**src/rtl/rsenc_lfsr.sv**
```systemverilog
// rsenc_lfsr: systematic RS(N, N-6) encoder over GF(2^8), p(x) = 0x187, g(x) roots alpha^1..alpha^6.
// Build macro RSENC_ERR_INJ_EN adds input inj_mask, XORed into every output-register load.
module rsenc_lfsr #(
    parameter int N = 255
) (
    input  logic       clk,
    input  logic       clrn,
    input  logic       in_valid,
    output logic       in_ready,
    input  logic [7:0] in_data,
    output logic       out_valid,
    input  logic       out_ready,
    output logic [7:0] out_data,
    output logic       out_sop,
    output logic       out_eop
`ifdef RSENC_ERR_INJ_EN
    ,
    input  logic [7:0] inj_mask
`endif
);
    localparam int K = N - 6;
    localparam logic [7:0] CNT_LAST = 8'(N - 1);
    localparam logic [7:0] MSG_LAST = 8'(K - 1);

    localparam logic MSG = 1'b0;
    localparam logic PAR = 1'b1;

    // g(x) = x^6 + G5 x^5 + ... + G0
    localparam logic [7:0] G5 = 8'h7E;
    localparam logic [7:0] G4 = 8'hA0;
    localparam logic [7:0] G3 = 8'h22;
    localparam logic [7:0] G2 = 8'hA7;
    localparam logic [7:0] G1 = 8'hE4;
    localparam logic [7:0] G0 = 8'h5F;

    function automatic logic [7:0] xtime(input logic [7:0] a);
        return {a[6:0], 1'b0} ^ (a[7] ? 8'h87 : 8'h00);
    endfunction

    // Constant c folds this into a fixed XOR network.
    function automatic logic [7:0] gf_scale(input logic [7:0] a, input logic [7:0] c);
        logic [7:0] acc;
        logic [7:0] p;
        acc = 8'h00;
        p   = a;
        for (int i = 0; i < 8; i++) begin
            if (c[i]) acc = acc ^ p;
            p = xtime(p);
        end
        return acc;
    endfunction

    logic       state;
    logic [7:0] cnt;
    logic [7:0] r5, r4, r3, r2, r1, r0;
    logic       load_free;
    logic       in_fire;
    logic       par_load;
    logic       load;
    logic       cnt_last;
    logic [7:0] fb;
    logic [7:0] mask;
    logic [7:0] load_sym;

`ifdef RSENC_ERR_INJ_EN
    assign mask = inj_mask;
`else
    assign mask = 8'h00;
`endif

    assign load_free = ~out_valid | out_ready;
    assign in_ready  = (state == MSG) & load_free;
    assign in_fire   = in_valid & in_ready;
    assign par_load  = (state == PAR) & load_free;
    assign load      = in_fire | par_load;
    assign cnt_last  = (cnt == CNT_LAST);
    assign fb        = in_data ^ r5;
    // Injection touches only the output path; the LFSR sees clean in_data.
    assign load_sym  = (in_fire ? in_data : r5) ^ mask;

    always_ff @(posedge clk or negedge clrn) begin
        if (!clrn) begin
            state     <= MSG;
            cnt       <= 8'h00;
            r5        <= 8'h00;
            r4        <= 8'h00;
            r3        <= 8'h00;
            r2        <= 8'h00;
            r1        <= 8'h00;
            r0        <= 8'h00;
            out_valid <= 1'b0;
            out_data  <= 8'h00;
            out_sop   <= 1'b0;
            out_eop   <= 1'b0;
        end else begin
            if (in_fire) begin
                r5 <= r4 ^ gf_scale(fb, G5);
                r4 <= r3 ^ gf_scale(fb, G4);
                r3 <= r2 ^ gf_scale(fb, G3);
                r2 <= r1 ^ gf_scale(fb, G2);
                r1 <= r0 ^ gf_scale(fb, G1);
                r0 <= gf_scale(fb, G0);
            end else if (par_load) begin
                // Six shifts leave r5..r0 cleared for the next codeword.
                r5 <= r4;
                r4 <= r3;
                r3 <= r2;
                r2 <= r1;
                r1 <= r0;
                r0 <= 8'h00;
            end

            if (load) begin
                out_data  <= load_sym;
                out_sop   <= (cnt == 8'h00);
                out_eop   <= par_load & cnt_last;
                out_valid <= 1'b1;
                cnt       <= cnt_last ? 8'h00 : cnt + 8'd1;
            end else if (out_ready) begin
                out_valid <= 1'b0;
            end

            if (in_fire && cnt == MSG_LAST) begin
                state <= PAR;
            end else if (par_load && cnt_last) begin
                state <= MSG;
            end
        end
    end

endmodule

```
**config.mk**
```make
export PLATFORM = sky130hd
export DESIGN_NAME = rsenc_lfsr
export DESIGN_NICKNAME = d
export VERILOG_FILES = /design/src/rtl/rsenc_lfsr.sv
export SDC_FILE = /design/constraint.sdc
export NUM_CORES = 1
export LEC_CHECK = 0
export CAP_MARGIN = 40
export CORE_MARGIN = 2
export CORE_UTILIZATION = 69
export CTS_CLUSTER_SIZE = 16
export DETAILED_ROUTE_END_ITERATION = 16
export DONT_BUFFER_PORTS = 1
export PLACE_DENSITY = 0.84
export SLEW_MARGIN = 25
export SYNTH_ARGS = -nofsm -noshare
export SYNTH_HDL_FRONTEND = slang
export SYNTH_SLANG_ARGS = --single-unit
```
**constraint.sdc**
```tcl
create_clock -name clk -period 5.3 [get_ports clk]
set_input_delay 1.06 -clock clk [delete_from_list [all_inputs] [get_ports clk]]
set_output_delay 1.06 -clock clk [all_outputs]
set_load 0.02 [all_outputs]
```
==> flow_summary.toml <==
[synthesis]
synthesis.area_sq_um = 4000
synth_top_cell_by_area = "dfrtp_1"
synth_top_cell_area_share = 0.425
synth-edff-count = 0
yosysMostFrequentCell = "dfrtp_1"
async_flop_share = 1.00
syn_nets = 400
syn-instance-count = 385
ys.flop_type = "dfrtp_1"
synth-seq-cells = 68
ys_warn_count = 0
synthTopCellsByArea = "dfrtp_1, xnor2_1, xnor3_1, xor2_1, nand2_1"
synthTopCellsByCount = "dfrtp_1, xnor2_1, nand2_1"
post_synth_num_cell_types = 34
synth_seq_area_share = 0.425
synth_area_per_cell_sq_um = 10.4

[final_layout]
final_nets = 394
drive_above_1_share = 0.0885
area_growth_pct = 7.00
num-fill-cells = 359
antenna_cells = 0

[worst_setup_path]
r2r_end = "r5[4]"
required_ps = 5590
crit_top_cell = "xnor3_1"
critPathCaptureType = "register"
rrSetupSlack_ps = 2680
r2r_start = "r5[2]"
r2r_cells = 6
start_kind = "input port"
cp_max_fo = 4
endpoint = "r5[4]"
arrival_ps = 3140
slowest_delay_ps = 530
cp_cell_sequence = "xnor2_1 -> xnor3_1 -> xnor3_1 -> xor2_1 -> or3_1 -> a31oi_1"
slowest_stage = "xnor3_1"
path_class = "in -> reg"
cp-startpoint = "in_data[2]"

[clock_network]
ctsHtreeMaxLevel = 3
clk_path_buf_depth = 2
cts_setup_buffers = 0
numCtsBuffers = 9
cts-root-buf = "clkbuf_8"
clock_sinks = 68
cts_tree = "built"
ctsResizeCount = 0
clk_pin_slew_worst_paths_ps = 70
ctsHoldBuffers = 0
clk_latency_ps = 370

[die]
die_y_um = 80.2
ios = 24
start_util = 0.723
row_count = 27
dieArea_sq_um = 6430
core_area_sq_um = 5540
die_w_um = 80.2

[global_route]
grt_pass1_wl_um = 14600
grt_max_degree = 69
antenna_found_initial = 0
overflow = 0
grt_pass1_vias = 2887
grt_usage = 0.306

[drt]
wl_um = 8760
ant_nets = 0
vias = 2943
viasPerCell = 6.45
first_pass_iters = 5
first_iter_violations = 372
route.detailed.drc = 0
wl_per_cell_um = 19.2

[timing]
final_hold_viol_count = 0
setup_tns_ps = 0
worst_pin_slew_ps = 784
fin_worst_skew_ps = 12.0
final_max_slew_viol_count = 0
min_period_over_period = 0.538
slew_headroom = 0.473
setup_viol = 0
rsz0062_at_grt = "false"
timing.fmax_mhz = 350
fin_crit_ps = 2850

[job]
drv_cap = 0

[place]
dp.final_hpwl_um = 5730
port_buffers = 0
gp_congestion = 0.907

[hold_path]
hp-class = "in -> async"

[run_status]
status = "completed"
[layout by cell type (no fill, tap or decap), drive strengths merged, types with 4 or more instances in the layout]
| cell type | synthesis | final |
|---|---|---|
| a211o | 10 | 10 |
| a21oi | 7 | 7 |
| a222oi | 8 | 8 |
| buf | 0 | 4 |
| clkbuf | 21 | 10 |
| dfrtp | 68 | 68 |
| inv | 11 | 11 |
| nand2 | 39 | 39 |
| nand3 | 13 | 13 |
| nor2 | 23 | 23 |
| o211ai | 18 | 18 |
| o21ai | 29 | 29 |
| o311ai | 16 | 16 |
| xnor2 | 63 | 63 |
| xnor3 | 7 | 7 |
| xor2 | 19 | 19 |
[final cells by class]
class                   instances  area, sq um  share of cell area
repair buffers                  4         30.0             0.00701
clock buffers                  10          138              0.0321
clock inverters                 6         87.6              0.0204
inverters                      11         41.3             0.00964
multi-input cells             285         2200               0.513
well taps                      72         90.1              0.0210
flip-flops and latches         68         1700               0.397
[critical path, delay by kind of cell]
family                    cells  cell delay (ps)
AOI/OAI and AO/OA             1              160
xor gates and xnor gates      4             1590
and+or+nand+nor               1              330
[per-stage QoR]
step / area [sq um] / setup slack, ps / hold WS, ps / std cells / utilization
6_report: 4280 / 2450 / 386 / 456 / 0.773
5_1_grt: 4280 / 2350 / 379 / 456 / 0.773
4_1_cts: 4280 / 2450 / 377 / 456 / 0.773
3_5_place_dp: 4060 / 2080 / 476 / 440 / 0.733
3_3_place_gp: 4060 / 2200 / 469 / 440 / 0.733
2_1_floorplan: 4000 / 2270 / 459 / 385 / -
[state kept, by name, indices dropped and copies added (netlist names)]
signal / flops
cnt: 8
out_data: 8
out_eop: 1
out_sop: 1
out_valid: 1
r0: 8
r1: 8
r2: 8
r3: 8
r4: 8
r5: 8
state: 1
[cells by family after synthesis]
family          after synthesis  share of synthesized area
fa+ha+maj                     3                    0.00938
compound gates              101                      0.182
simple gates                 92                      0.101
xor+xnor                     89                      0.253
buf+inv                      32                     0.0300
flops                        68                      0.425
[worst min-delay path by stage]
| stage | start | to | slack [ps] | cells after the start |
|---|---|---|---|---|
| 6_report | clrn | out_data[6] | 390 | 0 |
| 3_3_place_gp | r0[6] | r1[6] | 470 | 1 |
| 2_1_floorplan | r0[6] | r1[6] | 460 | 1 |
| 5_1_grt | clrn | r4[0] | 380 | 0 |
| 4_1_cts | clrn | cnt[2] | 380 | 0 |
| 3_5_place_dp | r0[6] | r1[6] | 480 | 1 |
[per-layer routing]
metal	vias up	global-route usage	part of all wire
met3	17	0.0528	0.069
met5	-	0	0
li1	1373	-	-
met1	1439	0.423	0.43
met4	0	0.141	0.024
met2	114	0.473	0.48
Power is not shown: default switching activity piles up to over one toggle a cycle in this logic, so the estimate is an artifact.
